**config.mk**
```make
export PLATFORM = sky130hd
export DESIGN_NAME = fft_bin_scanner_flat
export DESIGN_NICKNAME = d
export VERILOG_FILES = /design/src/rtl/fft_pkg.sv /design/src/rtl/fft_bin_scanner_if.sv /design/src/rtl/fft_bin_power.sv /design/src/rtl/fft_bin_scanner.sv /design/src/flat_wrapper.sv
export SDC_FILE = /design/constraint.sdc
export NUM_CORES = 1
export LEC_CHECK = 0
export CORE_ASPECT_RATIO = 0.5
export CORE_UTILIZATION = 50
export DETAILED_ROUTE_END_ITERATION = 7
export PLACE_DENSITY = 0.68
export SYNTH_ARGS = -nofsm -noshare
export SYNTH_HDL_FRONTEND = slang
export SYNTH_HIERARCHICAL = 1
export SYNTH_SLANG_ARGS = --single-unit
```
**constraint.sdc**
```tcl
create_clock -name clk -period 3.85 [get_ports clk]
set_clock_uncertainty 0.05 [all_clocks]
set_input_delay 0.5775 -clock clk [delete_from_list [all_inputs] [get_ports clk]]
set_output_delay 0.5775 -clock clk [all_outputs]
set_load 0.005 [all_outputs]
```
**src/rtl/fft_pkg.sv**
```systemverilog
// Shared FFT constants and the scanner state type.
// Contents: FFT_N, FFT_W, FFT_SW and FFT_PW (power width), plus scan_state_t.
package fft_pkg;

  localparam int FFT_N  = 8;
  localparam int FFT_W  = 9;
  localparam int FFT_SW = 3;
  localparam int FFT_PW = 2 * FFT_W;

  typedef enum logic [1:0] {
    IDLE = 2'd0,
    SCAN = 2'd1,
    DONE = 2'd2
  } scan_state_t;

endpackage

```
**src/rtl/fft_bin_scanner_if.sv**
```systemverilog
// Scanner bus. It bundles the scan control, the FFT-core bin access and the result handshake.
//   start/busy                    : scan request and status
//   sel -> yr/yi                  : bin select to the FFT core and the returned bin
//   res_valid/res_ready           : result handshake
//   peak_bin/peak_pow             : result payload
// The master modport is the scanner. The slave modport is the environment (core plus consumer).
interface fft_bin_scanner_if
  import fft_pkg::*;
#(
  parameter int W  = FFT_W,
  parameter int SW = FFT_SW
);

  logic                start;
  logic                busy;
  logic [SW-1:0]       sel;
  logic signed [W-1:0] yr;
  logic signed [W-1:0] yi;
  logic                res_valid;
  logic                res_ready;
  logic [SW-1:0]       peak_bin;
  logic [2*W-1:0]      peak_pow;

  modport master (
    input  start, yr, yi, res_ready,
    output busy, sel, res_valid, peak_bin, peak_pow
  );

  modport slave (
    output start, yr, yi, res_ready,
    input  busy, sel, res_valid, peak_bin, peak_pow
  );

endinterface

```
**src/rtl/fft_bin_power.sv**
```systemverilog
// Combinational bin power: p = yr^2 + yi^2, returned as unsigned 2W bits.
//   yr, yi : signed W-bit bin components
//   p      : unsigned 2W-bit power
// Each square fits in 2W signed bits. The sum can reach 2^(2W-1), so it is
// formed as an unsigned add. That keeps the top bit as magnitude rather than sign.
module fft_bin_power #(
  parameter int W = 9
) (
  input  logic signed [W-1:0] yr,
  input  logic signed [W-1:0] yi,
  output logic [2*W-1:0]      p
);

  logic signed [2*W-1:0] yr_x, yi_x;
  logic signed [2*W-1:0] rr, ii;

  assign yr_x = {{W{yr[W-1]}}, yr};
  assign yi_x = {{W{yi[W-1]}}, yi};
  assign rr   = yr_x * yr_x;
  assign ii   = yi_x * yi_x;
  assign p    = $unsigned(rr) + $unsigned(ii);

endmodule

```
**src/rtl/fft_bin_scanner.sv**
```systemverilog
// Scans every bin of the FFT core through sel and computes each bin's power.
// It tracks the peak-power bin and presents it on a valid/ready handshake.
//   clk, rst_n : clock, asynchronous active-low reset
//   bus        : fft_bin_scanner_if.master (start/busy, sel/yr/yi, result handshake)
// Parameters: W (bin width), N (bins, power of two), SEL_LAT (sel-to-data latency, 0..3).
// Build option: defining FFT_SCAN_SKIP_DC_EN keeps bin 0 out of the peak search.
//
// state | meaning
// IDLE  | waiting for start, sel parked at 0
// SCAN  | issuing bins on sel and sampling them SEL_LAT cycles later
// DONE  | result held on res_valid until res_ready
module fft_bin_scanner
  import fft_pkg::*;
#(
  parameter int W       = FFT_W,
  parameter int N       = FFT_N,
  parameter int SEL_LAT = 1,
  localparam int SW     = $clog2(N),
  localparam int PW     = 2 * W
) (
  input logic                clk,
  input logic                rst_n,
  fft_bin_scanner_if.master  bus
);

`ifdef FFT_SCAN_SKIP_DC_EN
  localparam bit SKIP_DC = 1'b1;
`else
  localparam bit SKIP_DC = 1'b0;
`endif

  scan_state_t   state, state_nxt;
  logic          issuing;
  logic [SW-1:0] sel_q;
  logic          first;
  logic [PW-1:0] max_pow;
  logic [SW-1:0] max_bin;
  logic [SW-1:0] peak_bin_q;
  logic [PW-1:0] peak_pow_q;
  logic          samp_v;
  logic [SW-1:0] samp_idx;
  logic [PW-1:0] p;
  logic          start_acc, issue_v, last_samp, handshake, eligible, upd;

  assign start_acc = (state == IDLE) && bus.start;
  assign issue_v   = (state == SCAN) && issuing;
  assign last_samp = samp_v && (samp_idx == SW'(N - 1));
  assign handshake = (state == DONE) && bus.res_ready;
  assign eligible  = !SKIP_DC || (samp_idx != '0);
  assign upd       = samp_v && eligible && (first || (p > max_pow));

  fft_bin_power #(.W(W)) u_power (
    .yr (bus.yr),
    .yi (bus.yi),
    .p  (p)
  );

  always_ff @(posedge clk or negedge rst_n) begin
    if (!rst_n) state <= IDLE;
    else        state <= state_nxt;
  end

  always_comb begin
    state_nxt     = state;
    bus.busy      = 1'b0;
    bus.res_valid = 1'b0;
    case (state)
      IDLE: if (bus.start) state_nxt = SCAN;
      SCAN: begin
        bus.busy = 1'b1;
        if (last_samp) state_nxt = DONE;
      end
      DONE: begin
        bus.busy      = 1'b1;
        bus.res_valid = 1'b1;
        if (bus.res_ready) state_nxt = IDLE;
      end
      default: state_nxt = IDLE;
    endcase
  end

  // sel sweeps 0..N-1, holds N-1 until the result is taken, then parks at 0.
  always_ff @(posedge clk or negedge rst_n) begin
    if (!rst_n) begin
      sel_q   <= '0;
      issuing <= 1'b0;
    end else if (start_acc) begin
      sel_q   <= '0;
      issuing <= 1'b1;
    end else if (issue_v) begin
      if (sel_q == SW'(N - 1)) issuing <= 1'b0;
      else                     sel_q   <= sel_q + 1'b1;
    end else if (handshake) begin
      sel_q <= '0;
    end
  end

  assign bus.sel = sel_q;

  // The delay line pairs each issued bin index with the yr/yi it produces SEL_LAT cycles later.
  generate
    if (SEL_LAT == 0) begin : g_nodelay
      assign samp_v   = issue_v;
      assign samp_idx = sel_q;
    end else begin : g_delay
      logic [SEL_LAT-1:0] dl_v;
      logic [SW-1:0]      dl_idx [SEL_LAT];

      always_ff @(posedge clk or negedge rst_n) begin
        if (!rst_n) begin
          dl_v <= '0;
          for (int i = 0; i < SEL_LAT; i++) dl_idx[i] <= '0;
        end else if (start_acc) begin
          dl_v <= '0;
        end else begin
          dl_v[0]   <= issue_v;
          dl_idx[0] <= sel_q;
          for (int i = 1; i < SEL_LAT; i++) begin
            dl_v[i]   <= dl_v[i-1];
            dl_idx[i] <= dl_idx[i-1];
          end
        end
      end

      assign samp_v   = dl_v[SEL_LAT-1];
      assign samp_idx = dl_idx[SEL_LAT-1];
    end
  endgenerate

  // A strict compare keeps the lowest index on ties. The result is taken on the
  // last sample, folding in that sample's own update.
  always_ff @(posedge clk or negedge rst_n) begin
    if (!rst_n) begin
      first      <= 1'b0;
      max_pow    <= '0;
      max_bin    <= '0;
      peak_bin_q <= '0;
      peak_pow_q <= '0;
    end else if (start_acc) begin
      first   <= 1'b1;
      max_pow <= '0;
      max_bin <= '0;
    end else begin
      if (upd) begin
        first   <= 1'b0;
        max_pow <= p;
        max_bin <= samp_idx;
      end
      if (last_samp) begin
        peak_bin_q <= upd ? samp_idx : max_bin;
        peak_pow_q <= upd ? p : max_pow;
      end
    end
  end

  assign bus.peak_bin = peak_bin_q;
  assign bus.peak_pow = peak_pow_q;

endmodule

```
**src/flat_wrapper.sv**
```systemverilog
// flat-port wrapper written by rule: the top's interface ports become plain ports
module fft_bin_scanner_flat import fft_pkg::*;
#(
  parameter int W       = FFT_W,
  parameter int N       = FFT_N,
  parameter int SEL_LAT = 1,
  localparam int SW     = $clog2(N),
  localparam int PW     = 2 * W
)
  (clk, rst_n, bus_start, bus_yr, bus_yi, bus_res_ready, bus_busy, bus_sel, bus_res_valid, bus_peak_bin, bus_peak_pow);
  fft_bin_scanner_if #(.W(W), .SW(3)) bus_i ();
  input logic clk;
  input logic rst_n;
  input wire logic [$bits(bus_i.start)-1:0] bus_start;
  input wire logic [$bits(bus_i.yr)-1:0] bus_yr;
  input wire logic [$bits(bus_i.yi)-1:0] bus_yi;
  input wire logic [$bits(bus_i.res_ready)-1:0] bus_res_ready;
  output wire logic [$bits(bus_i.busy)-1:0] bus_busy;
  output wire logic [$bits(bus_i.sel)-1:0] bus_sel;
  output wire logic [$bits(bus_i.res_valid)-1:0] bus_res_valid;
  output wire logic [$bits(bus_i.peak_bin)-1:0] bus_peak_bin;
  output wire logic [$bits(bus_i.peak_pow)-1:0] bus_peak_pow;
  assign bus_i.start = bus_start;
  assign bus_i.yr = bus_yr;
  assign bus_i.yi = bus_yi;
  assign bus_i.res_ready = bus_res_ready;
  assign bus_busy = bus_i.busy;
  assign bus_sel = bus_i.sel;
  assign bus_res_valid = bus_i.res_valid;
  assign bus_peak_bin = bus_i.peak_bin;
  assign bus_peak_pow = bus_i.peak_pow;
  fft_bin_scanner #(.W(W), .N(N), .SEL_LAT(SEL_LAT)) u_core (.clk(clk), .rst_n(rst_n), .bus(bus_i));
endmodule
```
=== Word level (Yosys, flattened, before mapping) ===
Cells that the tools add are included.

* Mux-type cells: 20
* Bitwise gates (word level): 1
* Equality and inequality tests: 8
* Multiply operators: 2
* Reduce and logical (&&, ||, !) cells: 16
* Order comparisons: 1
* Add/sub/neg operators: 2

{| class="wikitable"
|+ Operator list
! kind !! count
|-
| 9-bit by 9-bit multiplier with 18-bit output || 2
|-
| 18-bit 2-to-1 mux || 2
|-
| 18-bit adder || 1
|-
| 18-bit greater-than comparator || 1
|-
| 3-bit 2-to-1 mux || 6
|-
| 1-bit 2-to-1 mux || 8
|-
| 3-bit equality test, second input constant || 2
|-
| 2-bit 2-to-1 mux || 3
|-
| 2-bit case mux with 3 select lines || 1
|-
| 2-bit AND reduction || 3
|-
| 2-bit nonzero test || 3
|-
| 1-bit logical AND || 5
|-
| 2-bit inequality test, second input constant || 2
|-
| 3-bit by 1-bit adder with 3-bit output, second input constant || 1
|-
| 3-bit by 2-bit inequality test with 1-bit output, second input constant || 1
|-
| 3-bit AND reduction || 1
|-
| 3-bit nonzero test || 1
|-
| 2-bit by 1-bit equality test with 1-bit output, second input constant || 1
|-
| 2-bit equality test, second input constant || 1
|-
| 2-bit logical NOT || 1
|-
| 2-bit by 1-bit inequality test with 1-bit output, second input constant || 1
|-
| 2-bit OR reduction || 1
|-
| 1-bit logical OR || 1
|-
| 1-bit inverter || 1
|}

* Register bits after elaboration: 53
* Output and inout bits: 26
* Word-level logic and storage cells: 60

=== Longest topological paths before layout ===
* Depth in word-level cells: 7
* Mapped depth: 32

=== Cells and area by module ===
Netlist, hierarchy kept.

{| class="wikitable"
|+ By module, submodules not included
! module !! area each (µm²) !! instances !! cells each
|-
| fft_bin_power || 5641.7 || 1 || 598
|-
| fft_bin_scanner || 3601.0 || 1 || 405
|}

=== Worst setup path before layout ===
No wires, ideal clock.

* Path kind: input -> register
* Start point: input bus_yi[8]
* End point: register u_core.peak_pow_q[7] (netlist: u_core/bus.peak_pow[7])
* Arrival: 8.046 ns
* Data required time: 3.696 ns
* Slack: -4.349 ns
* Stages on the path: 26
* Setup time: 0.104 ns
* Cells stage by stage: clkbuf_1 nand2_1 fa_1 inv_1 fa_1 inv_1 fa_1 inv_1 fa_1 fa_1 inv_1 fa_1 inv_1 ha_1 ha_1 a211oi_1 nand2_2 a221oi_2 xnor2_1 ha_1 nand4_2 or4b_4 o21ai_4 buf_6 mux2_2 a221oi_1

* Word-level cells in the longest chain between the ends: 6

{| class="wikitable"
|+ RTL lines
! item !! RTL line !! RTL
|-
| start: declaration || flat_wrapper.sv:16 || <nowiki>input wire logic [$bits(bus_i.yi)-1:0] bus_yi;</nowiki>
|-
| 9-bit by 9-bit multiplier with 18-bit output || fft_bin_power.sv:20 || <nowiki>assign ii = yi_x * yi_x;</nowiki>
|-
| 18-bit adder || fft_bin_power.sv:21 || <nowiki>assign p = $unsigned(rr) + $unsigned(ii);</nowiki>
|-
| net u_core.p[17] || fft_bin_scanner.sv:42 || <nowiki>logic [PW-1:0] p;</nowiki>
|-
| 18-bit greater-than comparator || fft_bin_scanner.sv:50 || <nowiki>assign upd = samp_v && eligible && (first || (p > max_pow));</nowiki>
|-
| 1-bit logical OR || fft_bin_scanner.sv:50 ||
|-
| 1-bit logical AND || fft_bin_scanner.sv:50 ||
|-
| 18-bit 2-to-1 mux || fft_bin_scanner.sv:151 || <nowiki>peak_pow_q <= upd ? p : max_pow;</nowiki>
|-
| end signal: assignment || fft_bin_scanner.sv:151 ||
|-
| end: declaration || fft_bin_scanner.sv:39 || <nowiki>logic [PW-1:0] peak_pow_q;</nowiki>
|}

The timed path passes the listed nets, and every way through them passes these cells.
A chain may end at the register's enable or synchronous reset.

=== Worst setup path after layout ===
* Start point: input bus_yi[1]
* End point: register u_core.peak_pow_q[14] (netlist: u_core/bus.peak_pow[14])

Same word-level chain as after synthesis.

==> reports/qor.yml <==
status: "complete, but fails checks"
violations: "setup timing"
cts_tree: "done"
synth-xor-area-share_pct: 3.98
setup.worst_path.class: "input port to flop"
synth_top_area_cell: "fa_1"
dpl.cell_count: 1419
wl_per_cell_um: 16.9
drt_iter0_drc: 405
yosysWarnings: 6
port_buffers: 47
period_needed_ns: 7.61
h-tree-depth: 2
gp_congestion: 0.863
synth.avg_cell_area_um2: 9.21
critPathMostFrequentCell: "fa_1"
syn_area_mm2: 0.00924
ys_types: 62
synth_nets: 1265
rsz0062_at_grt: "yes"
finalCritPeriodShare_pct: 198
synth-simple-area-share_pct: 12.6
end_kind: "flop"
cpMaxStageDelayCell: "fa_1"
slew_viol_final: 0
post-dp-hpwl_mm: 19.3
fmax_mhz: 131
die_area_mm2: 0.0191
cp-start-kind: "input port"
ant_nets: 0
initial_core_util_pct: 52.1
ys.flop_type: "dfrtp_1"
clk_pin_slew_ns: 0.07
worstPathRequired_ns: 4.00
synth_top_family_by_area: "adder cells"
worstPathMaxFanout: 7
cts_root_buffer: "clkbuf_16"
synth_edf_count: 0
yosysMostFrequentCell: "inv_1"
setup_tns_ns: -154.93
post-route-util_pct: 69.0
multiInputGateArea_mm2: 0.00764
synthMuxAreaShare_pct: 2.55
vias: 7857
path_buf_inv: 9
synth_seq_area_share_pct: 14.3
nets: 1476
syn_to_final_growth_pct: 32.4
arrival_ns: 7.76
antenna_found_initial: 0
top_level_ports: 48
ys_seq_elements: 53
hold_viol_final: 0
seq_area_mm2: 0.00133
setup_viol: 42
die_width_um: 194
max_slew_margin_pct: 25.3
grt_pass1_wl_mm: 40.8
synth_top_area_share_pct: 29.9
cp_top_family: "adder cells"
clkSinkCount: 53
fin_ws_ns: -3.76
final_cells: 1449
drt_pass1_iterations: 6
drcViolationCount: 0
synth_commonest_cells: "209 x inv_1, 138 x fa_1, 129 x nand2_1"
ctsLongestPathBuffers: 2
synth_compound_area_share_pct: 12.1
clock_latency_ns: 0.30
max_cap_viol_count: 0
grt_remaining_overflow: 0
grt_max_degree: 50
core_mm2: 0.0177
hold_class: "flop to flop"
synth-async-reset-ratio_pct: 100
drive_gt1_share_pct: 30.5
std_cell_rows: 34
final.fill_count: 1395
crit_path_max_incr_delay_ns: 0.59
synth_area_leaders: "fa_1 30%, dfrtp_1 14%, ha_1 14%"
grtUsageTotal_pct: 26.9
die_y_um: 98.1
diodes: 0
syn-instance-count: 1003
routed_wl_mm: 24.5
vias_per_cell: 5.42
grt_pass1_vias: 8527
tightest_slew_ns: 1.12
cts_made_buffers: 5
yosys.area_share.adder_pct: 43.7
-- sequential cells by signal (all words and copies together) (netlist names) --
signal,flops
u_core/issuing,1
u_core/bus.peak_pow,18
u_core/bus.peak_bin,3
u_core/max_pow,18
u_core/g_delay.dl_v,1
u_core/state,2
u_core/g_delay.dl_idx,3
u_core/bus.sel,3
u_core/max_bin,3
u_core/first,1
-- tightest hold or removal path, delay by kind of cell, from the launching register on --
kind	cells	cell delay, ns
flops	1	0.35
simple gates	2	0.11
-- logic make-up (layout without fill, tap and decap cells) --
logic type / count (synthesis) / in the layout
AO/OA/AOI/OAI: 141 / 142
XOR/XNOR: 42 / 42
multiplexers: 21 / 21
AND/OR/NAND/NOR: 248 / 248
buffers and inverters: 258 / 469
adder cells (fa/ha/maj): 240 / 240
flip-flops: 53 / 53
-- through the flow --
| step | hold slack [ns] | setup WS [ns] | area, µm² |
|---|---|---|---|
| 2_1_floorplan | 0.232 | -3.87 | 9570 |
| 3_3_place_gp | 0.408 | -4.57 | 11400 |
| 3_5_place_dp | 0.412 | -4.68 | 11400 |
| 4_1_cts | 0.429 | -3.72 | 12100 |
| 5_1_grt | 0.478 | -4.04 | 12200 |
| 6_report | 0.433 | -3.76 | 12200 |
-- timing repair --
| item | 4_1_cts | 5_1_grt |
|---|---|---|
| endpoints found under the setup margin | 42 | 42 |
| gates resized for setup | 167 | 38 |
| pin swaps | 59 | 34 |
| hold buffers | 0 | 0 |
| hold endpoints to repair | 0 | 0 |
| buffers inserted | 16 | 5 |
| gates cloned | 4 | 0 |
-- layout make-up --
type | count | area share (%)
Clock buffer | 5 | 1.02
Sequential cell | 53 | 10.8
Clock inverter | 3 | 0.174
Inverter | 211 | 6.47
Multi-Input combinational cell | 693 | 62.4
Tap cell | 234 | 2.39
Timing Repair Buffer | 250 | 16.7
-- per-layer routing --
metal | global-route usage, % | vias to the layer above | wire length [µm]
li1 | - | 3674 | -
met1 | 34.2 | 3947 | 10400
met2 | 49.9 | 202 | 12600
met3 | 1.73 | 34 | 893
met4 | 7.26 | 0 | 500
met5 | 0 | - | 0
-- final timing paths --
| kind | startpoint | endpoint | slack [ns] | cells past startpoint |
|---|---|---|---|---|
| worst min-delay path | u_core/issuing | u_core/issuing | 0.43 | 2 |
| worst min register to register | u_core/issuing | u_core/issuing | 0.43 | 2 |
| worst max register to register | u_core/max_pow[5] | u_core/bus.peak_pow[14] | 1.16 | 9 |
| max in group asynchronous | rst_n | u_core/state[0] | 2.60 | 2 |
| worst max-delay path | bus_yi[1] | u_core/bus.peak_pow[14] | -3.76 | 29 |
| min in group asynchronous | rst_n | u_core/bus.peak_bin[2] | 0.45 | 1 |
-- layout by cell type, fill, tap and decap left out, drive strengths merged, types with 9 or more instances in the layout --
cell           Yosys  routed
inv              211     212
buf               11     218
clkbuf            36       9
o31ai             18      18
fa               138     138
clkdlybuf4s50      0      28
nand2            130     130
xor2              10      10
dfrtp             53      53
and2              27      27
xnor2             32      32
mux2              20      20
a211o             10      10
a221oi            19      19
a211oi            22      22
ha               102     102
o221ai            12      12
a21oi             18      18
nor4              11      11
or4               11      11
nor2              39      39
Power is not shown: default switching activity piles up to over one toggle a cycle in this logic, so the estimate is an artifact.
==> RTL edit 1 (same settings) <==
The option `FFT_SCAN_SKIP_DC_EN` is turned on by a define.
--- a/src/rtl/fft_bin_scanner.sv
+++ b/src/rtl/fft_bin_scanner.sv
@@ -9,6 +9,8 @@
 // IDLE  | waiting for start, sel parked at 0
 // SCAN  | issuing bins on sel and sampling them SEL_LAT cycles later
 // DONE  | result held on res_valid until res_ready
+`define FFT_SCAN_SKIP_DC_EN
+
 module fft_bin_scanner
   import fft_pkg::*;
 #(
Check against the original RTL: no difference found for any inputs over 10 cycles, from zero or initial values and one cycle with rst_n low; that may be too few to reach the edited logic, so the function may still have changed.
==> RTL edit 1 against the unedited design <==
The flow still finishes with violations (negative setup slack). Worst setup slack worse by 0.089 ns. Sequential cell count unchanged. Area after synthesis grew 1.3%. Cell area is 2.9% higher. Routed wire length rose by 4.3%. First-iteration DRC count grew 24%.
Power is left out: the tool's default activity adds up to more than one toggle a clock period on the data nets, which glitch-free logic cannot reach.
==> RTL edit 1: results (changes against the unedited design) <==
stage,metric,value,unit,change
status,outcome,"finished, violations left",,unchanged
status,violated checks,negative setup slack,,unchanged
worst_setup_path,CP max stage cell,or4_4,,was fa_1
final_layout,layout cells sized above 1,32.6,%,was 30.5%
global_route,Global Route met3 Usage,2.57,%,was 1.73%
worst_setup_path,CP max stage delay,0.57,ns,was 0.59 ns
hold_path,hold crit path type,in2async,,was reg2reg
drt,TritonRoute pass-1 iters,5,,was 6
final_layout,Signal buf overhead,16.6,%,was 16.7%
global_route,first-pass GRT wire length,41.8,mm,was 40.8 mm
drt,Met3 Routed Length,1.01,mm,was 893 um
timing,worst hold slack,0.224,ns,was 0.433 ns
place,Place WS,-4.83,ns,was -4.68 ns
final_layout,Nets,1471,,"was 1,476"
place,RePlAce Congestion,0.886,,was 0.863
global_route,M2 GR Usage,48.3,%,was 49.9%
drt,final wirelength,25.5,mm,was 24.5 mm
global_route,grt met1 use,35.4,%,was 34.2%
synthesis,mux cell area share after synthesis,2.27,%,was 2.55%
place,Placed Cells,1401,,"was 1,419"
synthesis,leading cell types by count after synthesis,"inv_1, fa_1, nand2_1",,unchanged
timing,worst slew pin tran,0.814,ns,was 1.12 ns
drt,routed wl met2,12.9,mm,was 12.6 mm
synthesis,Mapped Area,9360,sq um,was 9240 sq um
synthesis,Synth Area per Inst,9.34,sq um,was 9.21 sq um
final_layout,FILL cells,1285,,"was 1,395"
drt,Via density,5.52,,was 5.42
drt,Vias,7974,,"was 7,857"
timing,Setup TNS,-158.14,ns,was -154.93 ns
global_route,vias in the first global route,8579,,"was 8,527"
place,dpl cell area,11400,sq um,about the same
clock_network,CTS Root Cell,clkbuf_16,,unchanged
global_route,largest net degree at the start of global routing,32,,was 50
place,DP HPWL,19.0,mm,was 19.3 mm
worst_setup_path,worst r2r dst,u_core/bus.peak_pow[10],,was u_core/bus.peak_pow[14]
final_layout,bufs w/o clock,242,,was 250
timing,final setup vio count,42,,unchanged
timing,final worst slack,-3.85,ns,was -3.76 ns
synthesis,most area-consuming cells after synthesis,"fa_1, dfrtp_1, ha_1",,unchanged
final_layout,clock network area share,1.20,%,about the same
drt,M1 WL,11.1,mm,was 10.4 mm
worst_setup_path,critical path arrival,7.84,ns,was 7.76 ns
worst_setup_path,Reg2Reg Depth,10,,was 9
worst_setup_path,crit-path max FO,8,,was 7
synthesis,Compound-Gate Fraction of Synth Area,13.2,%,was 12.1%
worst_setup_path,FF-to-FF setup slack,1.05,ns,was 1.16 ns
synthesis,post-synthesis sequential area ratio,14.2,%,was 14.3%
final_layout,Multi-input gate area,7910,sq um,was 7640 sq um
synthesis,synth unique cells,64,,was 62
final_layout,Multi-In Gates,690,,was 693
synthesis,Synth Area in Adders,43.1,%,was 43.7%
synthesis,Synth Area in XOR/XNOR,3.93,%,was 3.98%
global_route,GRT Util Overall,27.1,%,was 26.9%
final_layout,fraction of area in multi-input gates,62.8,%,was 62.4%
clock_network,Clock Latency Late Sink,0.30,ns,about the same
drt,drt first-iter violations,503,,was 405
final_layout,invs w/o clock,217,,was 211
[RTL edit 1: changes by cell type after synthesis, sizes merged, moves of 8 or more]
cell,unedited run,this run
mux2i,1,19
mux2,20,2
o31a,0,18
o31ai,18,1
nor2,39,49
or4,11,19
nand2,130,115
[RTL edit 1: worst max-delay path by stage]
stage	depth (start not counted)	slack, ns	endpoint	startpoint
4_1_cts	28	-3.81	u_core/bus.peak_pow[8]	bus_yi[7]
3_5_place_dp	27	-4.83	u_core/bus.peak_pow[5]	bus_yr[2]
6_report	28	-3.85	u_core/bus.peak_pow[6]	bus_yr[0]
3_3_place_gp	27	-4.61	u_core/bus.peak_pow[4]	bus_yr[2]
5_1_grt	28	-4.05	u_core/bus.peak_pow[6]	bus_yr[0]
2_1_floorplan	28	-3.64	u_core/max_pow[10]	bus_yi[6]
[RTL edit 1: what timing repair did]
item                                    CTS  global route
hold endpoints to repair                  0             0
endpoints found under the setup margin   42            42
pin swaps                                57            79
resized for setup                       153            95
setup buffers                            22             8
gates cloned                              6             2
==> RTL edit 2 (same settings) <==
Made on the original files. Re-encode `scan_state_t` (3 states) as one-hot, 3 bits wide.
--- a/src/rtl/fft_pkg.sv
+++ b/src/rtl/fft_pkg.sv
@@ -7,10 +7,10 @@
   localparam int FFT_SW = 3;
   localparam int FFT_PW = 2 * FFT_W;
 
-  typedef enum logic [1:0] {
-    IDLE = 2'd0,
-    SCAN = 2'd1,
-    DONE = 2'd2
+  typedef enum logic [2:0] {
+    IDLE = 3'b001,
+    SCAN = 3'b010,
+    DONE = 3'b100
   } scan_state_t;
 
 endpackage
Formal check against the unedited RTL: no difference found for any inputs over 10 cycles, from zero or initial values and one cycle with rst_n low; not proved beyond that.
==> RTL edit 2 against the unedited design <==
The flow still finishes with violations (negative setup slack). Worst setup slack better by 0.27 ns. Cell area down 11%. Area after synthesis down 10%. Sequential cell count up 1. Routed wire length down 23%. Critical endpoint is now u_core/bus.peak_pow[0].
Power is not shown: default switching activity piles up to over one toggle a cycle in this logic, so the estimate is an artifact.
==> RTL edit 2: results (changes against the unedited design) <==
stage,metric,value,unit,change
status,outcome,"finished, violations left",,unchanged
status,violated checks,negative setup slack,,unchanged
worst_setup_path,Reg2Reg Depth,10,,was 9
global_route,GRT Util Overall,23.7,%,was 26.9%
global_route,number of antenna violations at the first check in global routing,0,,unchanged
final_layout,Nets,1303,,"was 1,476"
clock_network,clk buf depth,2,,unchanged
timing,final worst slack,-3.49,ns,was -3.76 ns
worst_setup_path,worst reg2reg startpoint,u_core/max_pow[7],,was u_core/max_pow[5]
clock_network,total setup buffers inserted after CTS,19,,was 16
timing,worst hold slack,0.151,ns,was 0.433 ns
worst_setup_path,critical path arrival,7.44,ns,was 7.76 ns
global_route,first-pass GRT wire length,31.9,mm,was 40.8 mm
clock_network,H-tree Lvls,2,,unchanged
place,DP HPWL,15.4,mm,was 19.3 mm
synthesis,Compound-Gate Fraction of Synth Area,6.95,%,was 12.1%
worst_setup_path,Crit path max-delay family,adder cells,,unchanged
synthesis,leading cell types by count after synthesis,"inv_1, fa_1, ha_1",,"was inv_1, fa_1, nand2_1"
drt,TritonRoute pass-1 iters,5,,was 6
drt,Vias,6143,,"was 7,857"
timing,Slew HR,69.3,%,was 25.3%
worst_setup_path,CP max stage cell,fa_1,,unchanged
worst_setup_path,Setup crit end,u_core/bus.peak_pow[0],,was u_core/bus.peak_pow[14]
place,port buffer count,47,,unchanged
synthesis,Synth Area in XOR/XNOR,4.45,%,was 3.98%
synthesis,mux cell area share after synthesis,3.46,%,was 2.55%
drt,drt first-iter violations,188,,was 405
timing,Setup TNS,-143.12,ns,was -154.93 ns
synthesis,ys async rst share,100,%,unchanged
timing,final setup vio count,42,,unchanged
worst_setup_path,CP Launch Point,bus_yr[7],,was bus_yi[1]
synthesis,Synth Flop Type,dfrtp_1,,unchanged
drt,DR WL/cell,15.0,um,was 16.9 um
synthesis,most area-consuming cells after synthesis,"fa_1, dfrtp_1, ha_1",,unchanged
global_route,largest net degree at the start of global routing,43,,was 50
place,Place WS,-4.27,ns,was -4.68 ns
synthesis,post-synthesis sequential area ratio,16.3,%,was 14.3%
synthesis,Synth Area in Adders,48.0,%,was 43.7%
synthesis,Mapped Cells,848,,"was 1,003"
clock_network,PostCTS Resize Cnt,140,,was 167
synthesis,YS warnings,6,,unchanged
clock_network,"Clk pin slew, worst setup/hold paths",0.07,ns,about the same
worst_setup_path,FF-to-FF setup slack,1.41,ns,was 1.16 ns
clock_network,Clock Latency Late Sink,0.28,ns,was 0.30 ns
synthesis,Mapped Nets,1105,,"was 1,265"
hold_path,hold crit path type,in2async,,was reg2reg
place,dpl cell area,10100,sq um,"was 11,400 sq um"
synthesis,synth unique cells,49,,was 62
worst_setup_path,crit-path max FO,8,,was 7
final_layout,layout cells sized above 1,29.8,%,was 30.5%
global_route,vias in the first global route,6680,,"was 8,527"
place,RePlAce Congestion,0.895,,was 0.863
worst_setup_path,CP max stage delay,0.54,ns,was 0.59 ns
drt,final wirelength,19.0,mm,was 24.5 mm
place,Placed Cells,1234,,"was 1,419"
## RTL edit 2: changes by cell type in the layout (fill, tap and decap cells not counted), sizes merged, moves of 13 or more
cell,delta
inv,-13
a211oi,-16
o31ai,-18
mux2,-15
buf,-35
nor2,+29
a221oi,-18
mux2i,+22
nand2,-73
a21oi,+20
## RTL edit 2: layer usage
metal | part of all wire, % | routed length [um] | vias to the layer above | track usage [%]
met2 | 47 | 8880 | 110 | 39.4
met3 | 4.1 | 783 | 10 | 2.14
li1 | - | - | 2982 | -
met1 | 48 | 9170 | 3041 | 34.7
met5 | 0 | 0 | - | 0
met4 | 0.65 | 124 | 0 | 2.78
## RTL edit 2: layout make-up
| type | count | area, sq um |
|---|---|---|
| Clock inverter | 1 | 7.51 |
| Tap cell | 221 | 277 |
| Clock buffer | 6 | 129 |
| Multi-Input combinational cell | 571 | 6580 |
| Fill cell | 1217 | 4930 |
| Inverter | 199 | 749 |
| Sequential cell | 54 | 1350 |
| Timing Repair Buffer | 215 | 1750 |
